**config.mk**
```make
export PLATFORM = sky130hd
export DESIGN_NAME = fetch_ctrl
export DESIGN_NICKNAME = d
export VERILOG_FILES = /design/src/rtl/tau_pkg.sv /design/src/rtl/fetch_ctrl.sv
export SDC_FILE = /design/constraint.sdc
export NUM_CORES = 1
export LEC_CHECK = 0
export BUFFER_PORTS_ARGS = -buffer_cell sky130_fd_sc_hd__buf_2
export CAP_MARGIN = 20
export CELL_PAD_IN_SITES_DETAIL_PLACEMENT = 1
export CELL_PAD_IN_SITES_GLOBAL_PLACEMENT = 1
export CORE_ASPECT_RATIO = 0.5
export CORE_MARGIN = 1
export CORE_UTILIZATION = 29
export DETAILED_ROUTE_END_ITERATION = 10
export PLACE_DENSITY_LB_ADDON = 0.1
export SYNTH_ARGS = -nofsm -noshare
export SYNTH_HDL_FRONTEND = slang
export SYNTH_SLANG_ARGS = --single-unit
```
**constraint.sdc**
```tcl
create_clock -name clk -period 1.9 [get_ports clk]
set_clock_uncertainty 0.1 [all_clocks]
set_input_delay 0.475 -clock clk [delete_from_list [all_inputs] [get_ports clk]]
set_output_delay 0.475 -clock clk [all_outputs]
set_load 0.01 [all_outputs]
```
**src/rtl/tau_pkg.sv**
```systemverilog
// Shared definitions for the fetch path.
//   PC_W / IW       : default PC and instruction word widths
//   PCH_*           : pc_handle encodings understood by the pc register
//   fetch_state_t   : fetch sequencer states
package tau_pkg;

  localparam int PC_W = 24;
  localparam int IW   = 24;

  localparam logic [1:0] PCH_HOLD = 2'b00;
  localparam logic [1:0] PCH_INC  = 2'b01;
  localparam logic [1:0] PCH_LOAD = 2'b10;

  typedef enum logic [2:0] {
    ST_IDLE  = 3'd0,
    ST_REQ   = 3'd1,
    ST_WAIT  = 3'd2,
    ST_ISSUE = 3'd3,
    ST_HALT  = 3'd4
  } fetch_state_t;

endpackage

```
**src/rtl/fetch_ctrl.sv**
```systemverilog
// Instruction-fetch sequencer.
// Fetches the word at pc_in from instruction memory, presents it to decode,
// then increments the PC on acceptance or loads a redirect target.
//
// Ports:
//   clk, rst_n              clock, async active-low reset
//   run                     level: keep fetching
//   pc_in                   current PC value
//   pc_handle, pc_target    PC control (00 hold, 01 inc, 10 load target)
//   imem_req/addr/gnt       memory request channel
//   imem_rvalid/rdata       memory response channel (one pulse per grant)
//   instr_valid/data/ready  decode channel
//   redirect_valid/addr     jump/branch taken from execute
//   halt                    presented instruction is HALT
//   busy, halted            status
//   dbg_state               current FSM state
//
// Handshakes: a transfer happens on any rising edge where valid (req) and
// ready (gnt) are both high; the initiator holds valid and its payload
// stable until that edge. imem_rvalid is a one-cycle pulse with no
// back-pressure.
module fetch_ctrl
  import tau_pkg::*;
#(
  parameter int PC_W = tau_pkg::PC_W,
  parameter int IW   = tau_pkg::IW
) (
  input  logic            clk,
  input  logic            rst_n,
  input  logic            run,
  input  logic [PC_W-1:0] pc_in,
  output logic [1:0]      pc_handle,
  output logic [PC_W-1:0] pc_target,
  output logic            imem_req,
  output logic [PC_W-1:0] imem_addr,
  input  logic            imem_gnt,
  input  logic            imem_rvalid,
  input  logic [IW-1:0]   imem_rdata,
  output logic            instr_valid,
  output logic [IW-1:0]   instr_data,
  input  logic            instr_ready,
  input  logic            redirect_valid,
  input  logic [PC_W-1:0] redirect_addr,
  input  logic            halt,
  output logic            busy,
  output logic            halted,
  output fetch_state_t    dbg_state
);

  fetch_state_t    state;
  logic            pending;
  logic [PC_W-1:0] pend_addr;

  // A response is still owed by memory when a redirect arrives in WAIT (or
  // together with a grant); the target is parked until that response is
  // drained so the stale word never reaches decode.
  always_ff @(posedge clk or negedge rst_n) begin
    if (!rst_n) begin
      state      <= ST_IDLE;
      pending    <= 1'b0;
      pend_addr  <= '0;
      instr_data <= '0;
    end else begin
      case (state)
        ST_IDLE: begin
          if (redirect_valid || run) state <= ST_REQ;
        end
        ST_REQ: begin
          if (imem_gnt) begin
            if (redirect_valid) begin
              pending   <= 1'b1;
              pend_addr <= redirect_addr;
            end
            state <= ST_WAIT;
          end
        end
        ST_WAIT: begin
          if (imem_rvalid) begin
            if (pending || redirect_valid) begin
              pending <= 1'b0;
              state   <= ST_REQ;
            end else begin
              instr_data <= imem_rdata;
              state      <= ST_ISSUE;
            end
          end else if (redirect_valid) begin
            pending   <= 1'b1;
            pend_addr <= redirect_addr;
          end
        end
        ST_ISSUE: begin
          if (redirect_valid)   state <= ST_REQ;
          else if (instr_ready) begin
            if (halt)           state <= ST_HALT;
            else if (run)       state <= ST_REQ;
            else                state <= ST_IDLE;
          end
        end
        ST_HALT: begin
          if (redirect_valid) state <= ST_REQ;
        end
        default: state <= ST_IDLE;
      endcase
    end
  end

  // PC control and request signals are decoded from state so the pc register
  // updates on the same edge that leaves ISSUE/WAIT. Everything is gated by
  // rst_n so outputs read 0 while reset is held.
  always_comb begin
    pc_handle   = PCH_HOLD;
    pc_target   = '0;
    imem_req    = 1'b0;
    imem_addr   = '0;
    instr_valid = 1'b0;
    if (rst_n) begin
      case (state)
        ST_IDLE, ST_HALT: begin
          if (redirect_valid) begin
            pc_handle = PCH_LOAD;
            pc_target = redirect_addr;
          end
        end
        ST_REQ: begin
          imem_req  = 1'b1;
          imem_addr = pc_in;
          // With a grant the redirect is deferred until the response drains.
          if (redirect_valid && !imem_gnt) begin
            pc_handle = PCH_LOAD;
            pc_target = redirect_addr;
          end
        end
        ST_WAIT: begin
          if (imem_rvalid && (pending || redirect_valid)) begin
            pc_handle = PCH_LOAD;
            pc_target = redirect_valid ? redirect_addr : pend_addr;
          end
        end
        ST_ISSUE: begin
          if (redirect_valid) begin
            pc_handle = PCH_LOAD;
            pc_target = redirect_addr;
          end else begin
            instr_valid = 1'b1;
            if (instr_ready) pc_handle = PCH_INC;
          end
        end
        default: ;
      endcase
    end
  end

  assign busy      = (state == ST_REQ) || (state == ST_WAIT) || (state == ST_ISSUE);
  assign halted    = (state == ST_HALT);
  assign dbg_state = state;

endmodule

```
==> impl_metrics.ini, run 1 <==
[outcome]
status = complete, but fails checks
failed_checks = setup timing

[timing]
drv_slew = 0
timing_worst_slew_pin_value_ps = 573
report.final.hold_viol_count = 0
post_layout_worst_setup_margin_ps = -412
fin_setup_tns_ps = -16680
setup_repair_after_global_routing_missed_its_margin = yes
finalCritPeriodShare = 1.22
achievable-frequency_mhz = 432
timing.max_slew.rel_slack = 0.618
period_needed_ps = 2310
setup-violations-final = 64

[run]
drv.max_cap_violation_count = 0

[clock_network]
cts.htree.levels = 2
clock_sinks = 52
cts_hold_buf = 0
clock_tree_from_tritoncts = built
cts_root_buf = clkbuf_16
worstSkewPairLatency_ps = 290
numCtsBuffers = 5
clock_tree.buffer_depth = 2
cts.clk_slew.worst_paths_ps = 70

[global_route]
use_met2 = 0.348
grt.overflow.total = 0
global_route.usage.total = 0.189
first_global_vias = 2793
grt_max_degree = 45
grt_first_pass_wirelength_um = 14700
grt_antenna_before_repair = 0
global_route.usage.met3 = 0.0447
grtUsageMet1 = 0.226
top_usage_layer = met2

[floorplan]
die_w_um = 140
num_io_pins = 161
fp.dieArea_um2 = 9930
floorplan.rows = 24
fp.dieH_um = 71.0
starting_density_of_the_core = 0.308
core_region_area_um2 = 8950

[route]
route.detailed.vias_per_inst = 4.85
routed_wire_length_per_instance_um = 16.9
ant_nets = 0
first_iter_violations = 62
vias = 2624
detailedRoute.firstPassIterationCount = 4
detail_route.wirelength_um = 9130
drt_drc_violations_left = 0

[synthesis]
synth.lib_cells_used.distinct = 33
syn_area_um2 = 2760
netlist_top_cells_area = dfrtp_1 (47%), mux2_2 (11%), mux2_4 (11%)
synth.yosys.seq_area_share = 0.472
post_synth.cell_area_avg_um2 = 11.8
ys_warn_count = 0
synth_edf_count = 0
synth_largest_type_area_fraction = 0.472
yosysMostFrequentCell = dfrtp_1
synth-async-reset-ratio = 1.00
dominantRegCellSynth = dfrtp_1
synth.cells.most_frequent = dfrtp_1 (52), nor2_1 (33), mux2_2 (28)
syn-instance-count = 234
synth-seq-cells = 52
synthesis.nets = 314
synth_top_area_cell = dfrtp_1

[critical_path]
reg2reg_depth = 6
worst_ep_arrival_time_ps = 1740
worstSetupStartpointType = flip-flop
nature_of_the_critical_path_endpoint = output pin
critPathLaunch = dbg_state[0]$_DFFE_PN0P_
critPathCapture = pc_target[6]
critPathKind = flip-flop to output pin
ff2ff_setup_slack_ps = -10
cp_data_required_time_ps = 1320
timing.rr.end = pend_addr[20]$_DFFE_PN0P_
worstReg2RegStart = dbg_state[0]$_DFFE_PN0P_
path_max_fanout = 7

[placed_design]
gp_routability_congestion = 0.803
io_buffers = 160
hpwl_um = 6510

[pwr]
power_density_nw_per_um2 = 1300
leakage_nw = 2.32
worst_ir_drop_vdd_mv = 0.467

[final_layout]
area_growth_syn_to_layout_pct = 57.3
fin_nets = 503
antennaDiodeCount = 0
drive_gt1_frac = 0.651
finalCoreUtilization = 0.485

[hold_path]
min_path_type = input port to asynchronous set/reset pin
-- worst max-delay path: stages (launching register included) --
cell and delay, ps:
dfrtp_1 390, and4bb_2 310, and3b_2 230, buf_4 180, a32oi_1 70, nor2_1 120
buf_2 150
-- state kept, by name, indices dropped and copies added, names as in the netlist --
name,flops
dbg_state,3
instr_data,24
pend_addr,24
pending,1
-- layout make-up --
cell class | instances | area [um2]
fillers | 1015 | 4610
multi-input cells | 159 | 1430
flip-flops and latches | 52 | 1300
repair buffers | 202 | 1280
well taps | 117 | 146
clock buffers | 5 | 125
clock inverters | 3 | 42.5
inverters | 3 | 13.8
-- metal layers --
layer	part of all wire	up-vias
li1	-	1213
met1	0.41	1306
met2	0.53	98
met3	0.058	7
met4	0.0099	0
met5	0	-
-- worst min path at each step --
stage | startpoint | to | slack [ps]
detailed placement | instr_data[8]$_DFFE_PN0P_ | instr_data[8]$_DFFE_PN0P_ | 390
finish | rst_n | pend_addr[13]$_DFFE_PN0P_ | 250
CTS | rst_n | pend_addr[13]$_DFFE_PN0P_ | 250
global route | rst_n | dbg_state[0]$_DFFE_PN0P_ | 270
global placement | instr_data[18]$_DFFE_PN0P_ | instr_data[18]$_DFFE_PN0P_ | 380
floorplan | rst_n | dbg_state[0]$_DFFE_PN0P_ | 80
-- what timing repair did --
action                     4_1_cts  5_1_grt
buffers inserted                 8        1
pin swaps                        4        4
resized for setup               30        5
setup endpoints to repair       73       78
gates cloned                     3        2
-- stage by stage --
stage          setup WS [ps]  total power [mW]  cells  instance area [um2]  hold WS [ps]
2_1_floorplan           -182              3.35    234                 2790          79.4
3_3_place_gp            -226              4.24    519                 3880           385
4_1_cts                 -421              5.62    538                 4250           247
3_5_place_dp            -276              4.33    519                 3880           390
6_report                -412              5.66    541                 4340           248
5_1_grt                 -517              6.02    541                 4340           275
-- placed cells by master (no fill, tap or decap), types with 2 or more instances in the layout --
cell type,instances
a21oi_1,3
a32oi_1,20
a32oi_2,4
and2_1,25
buf_12,8
buf_2,159
buf_4,27
buf_6,4
buf_8,2
clkbuf_16,7
dfrtp_1,52
inv_1,2
mux2_2,28
mux2_4,20
nor2_1,31
nor2_4,2
nor3_4,3
o21ai_0,2
-- cell families (layout without fill, tap and decap cells) --
group | count (synthesis) | count (layout) | share of synthesized area
buffers and inverters | 23 | 213 | 0.0499
AO/OA/AOI/OAI | 38 | 38 | 0.113
multiplexers | 49 | 49 | 0.227
AND/OR/NAND/NOR | 72 | 72 | 0.139
flip-flops | 52 | 52 | 0.472
-- report_power, final --
part | switching (mW) | internal (mW) | total [mW]
Combinational | 1.19 | 1.51 | 2.70
Sequential | 0.308 | 1.63 | 1.94
Clock | 0.405 | 0.619 | 1.02
Total | 1.90 | 3.75 | 5.66
Note: power is estimated with default switching activity, not from simulation.
==> run 2: changes to the inputs <==
ABC_CLOCK_PERIOD_IN_PS = 1900   (was default)
TNS_END_PERCENT = 30   (was default)
==> run 2 against run 1 <==
The run still ends with setup timing left. Global-route usage is 1.0 points lower. Die area stayed put. Count of clock-buffer cells in the layout did not move. Routed wire length shrank 5.0%. Clock power shrank 9.5%. Sequential share of layout area grew 1.3 points. Critical path type unchanged. Critical endpoint is now pc_target[0]. Highest routed layer unchanged.
==> impl_metrics.ini, run 2 (synthesized netlist as in run 1, its figures left out) <==
[timing]
setup_repair_after_global_routing_missed_its_margin = yes
setup-violations-final = 78
timing.max_slew.rel_slack = 0.561
achievable-frequency_mhz = 425
period_needed_ps = 2350
timing_worst_slew_pin_value_ps = 658
drv_slew = 0
report.final.hold_viol_count = 0
post_layout_worst_setup_margin_ps = -450
finalCritPeriodShare = 1.24

[critical_path]
critical-path-top-delay-family = simple AND/OR/NAND/NOR gates
worstSetupStartpointType = flip-flop
critical_path.slowest_cell = dfrtp_1
worst_ep_arrival_time_ps = 1780
number_of_buffer_and_inverter_stages_on_the_critical_path = 2
critPathKind = flip-flop to output pin
path_max_fanout = 12
nature_of_the_critical_path_endpoint = output pin
critical_path.cell_chain = and4bb_2 -> and3b_2 -> buf_12 -> a32oi_1 -> nor2_1 -> buf_2
cp_data_required_time_ps = 1320
cpPeakStageDelay_ps = 400

[final_layout]
most-common-layout-cells = buf_2 (156), dfrtp_1 (52), nor2_1 (32)
layout.cells.most_common = buf_2
fin_nets = 490
finalNonFillerCells = 528
antennaDiodeCount = 0
drive_gt1_frac = 0.635
finalCoreUtilization = 0.464
area_growth_syn_to_layout_pct = 50.5

[pwr]
leakage_nw = 2.21
finalPower_mw = 5.39
worst_ir_drop_vdd_mv = 0.473
power_density_nw_per_um2 = 1300

[floorplan]
num_io_pins = 161
core_region_area_um2 = 8950
starting_density_of_the_core = 0.308
fp.dieArea_um2 = 9930
fp.dieH_um = 71.0
die_w_um = 140
floorplan.rows = 24

[outcome]
status = complete, but fails checks
failed_checks = setup timing

[route]
routed_wire_length_per_instance_um = 16.4
vias = 2578
first_iter_violations = 66
drt_drc_violations_left = 0
detail_route.wirelength_um = 8680
ant_nets = 0
detailedRoute.firstPassIterationCount = 4
route.detailed.vias_per_inst = 4.88

[placed_design]
numPlacedInstances = 513
io_buffers = 160
hpwl_um = 6430
gp_routability_congestion = 0.773

[clock_network]
clock_sinks = 52
worstSkewPairLatency_ps = 290
numCtsBuffers = 5
cts.clk_slew.worst_paths_ps = 70
cts_hold_buf = 0
clock_tree.buffer_depth = 2
cts.htree.levels = 2
clock_tree_from_tritoncts = built
cts_root_buf = clkbuf_16

[run]
drv.max_cap_violation_count = 0

[global_route]
grt_max_degree = 53
grt_antenna_before_repair = 0
grt.overflow.total = 0
first_global_vias = 2721
grt_first_pass_wirelength_um = 13900
global_route.usage.total = 0.179

[hold_path]
min_path_type = input port to flip-flop
## run 2: path summary, 6_finish.rpt
path | to | from | slack, ps | cells past startpoint
min in group asynchronous | instr_data[0]$_DFFE_PN0P_ | rst_n | 350 | 3
worst max-delay path | pc_target[0] | dbg_state[0]$_DFFE_PN0P_ | -450 | 6
worst min register to register | instr_data[10]$_DFFE_PN0P_ | instr_data[10]$_DFFE_PN0P_ | 410 | 1
worst max register to register | pend_addr[13]$_DFFE_PN0P_ | dbg_state[1]$_DFFE_PN0P_ | -230 | 9
max in group asynchronous | pend_addr[18]$_DFFE_PN0P_ | rst_n | 920 | 3
worst min-delay path | instr_data[3]$_DFFE_PN0P_ | imem_rdata[3] | 310 | 2
## run 2: where the power goes
part / internal (mW) / switching [mW]
logic: 1.40 / 1.13
clock network: 0.501 / 0.423
registers: 1.63 / 0.302
total: 3.53 / 1.86
## run 2: cell type report
class,instances,area [um2]
inverters,3,11.3
repair buffers,189,1160
flip-flops and latches,52,1300
well taps,117,146
multi-input cells,159,1380
fillers,1044,4800
clock buffers,5,125
clock inverters,3,26.3
## run 2: what timing repair did
item | 4_1_cts | 5_1_grt
gates resized for setup | 14 | 11
setup endpoints to repair | 54 | 78
pin swaps | 8 | 7
setup buffers | 5 | 2
cloned | 1 | 0
## run 2: metal layers
| metal | vias to the layer above | global-route usage | wire length, um |
|---|---|---|---|
| li1 | 1196 | - | - |
| met1 | 1274 | 0.202 | 3440 |
| met2 | 97 | 0.329 | 4460 |
| met3 | 11 | 0.0589 | 667 |
| met4 | 0 | 0.0415 | 108 |
| met5 | - | 0 | 0 |
## run 2: metrics by stage
stage	setup TNS (ps)	cell area (um2)	hold WS, ps	setup WS (ps)
finish	-21420	4150	307	-450
global route	-27850	4150	300	-545
CTS	-21850	4120	298	-482
detailed placement	-8080	3830	388	-260
global placement	-6970	3830	385	-219
floorplan	-4570	2780	79.4	-182
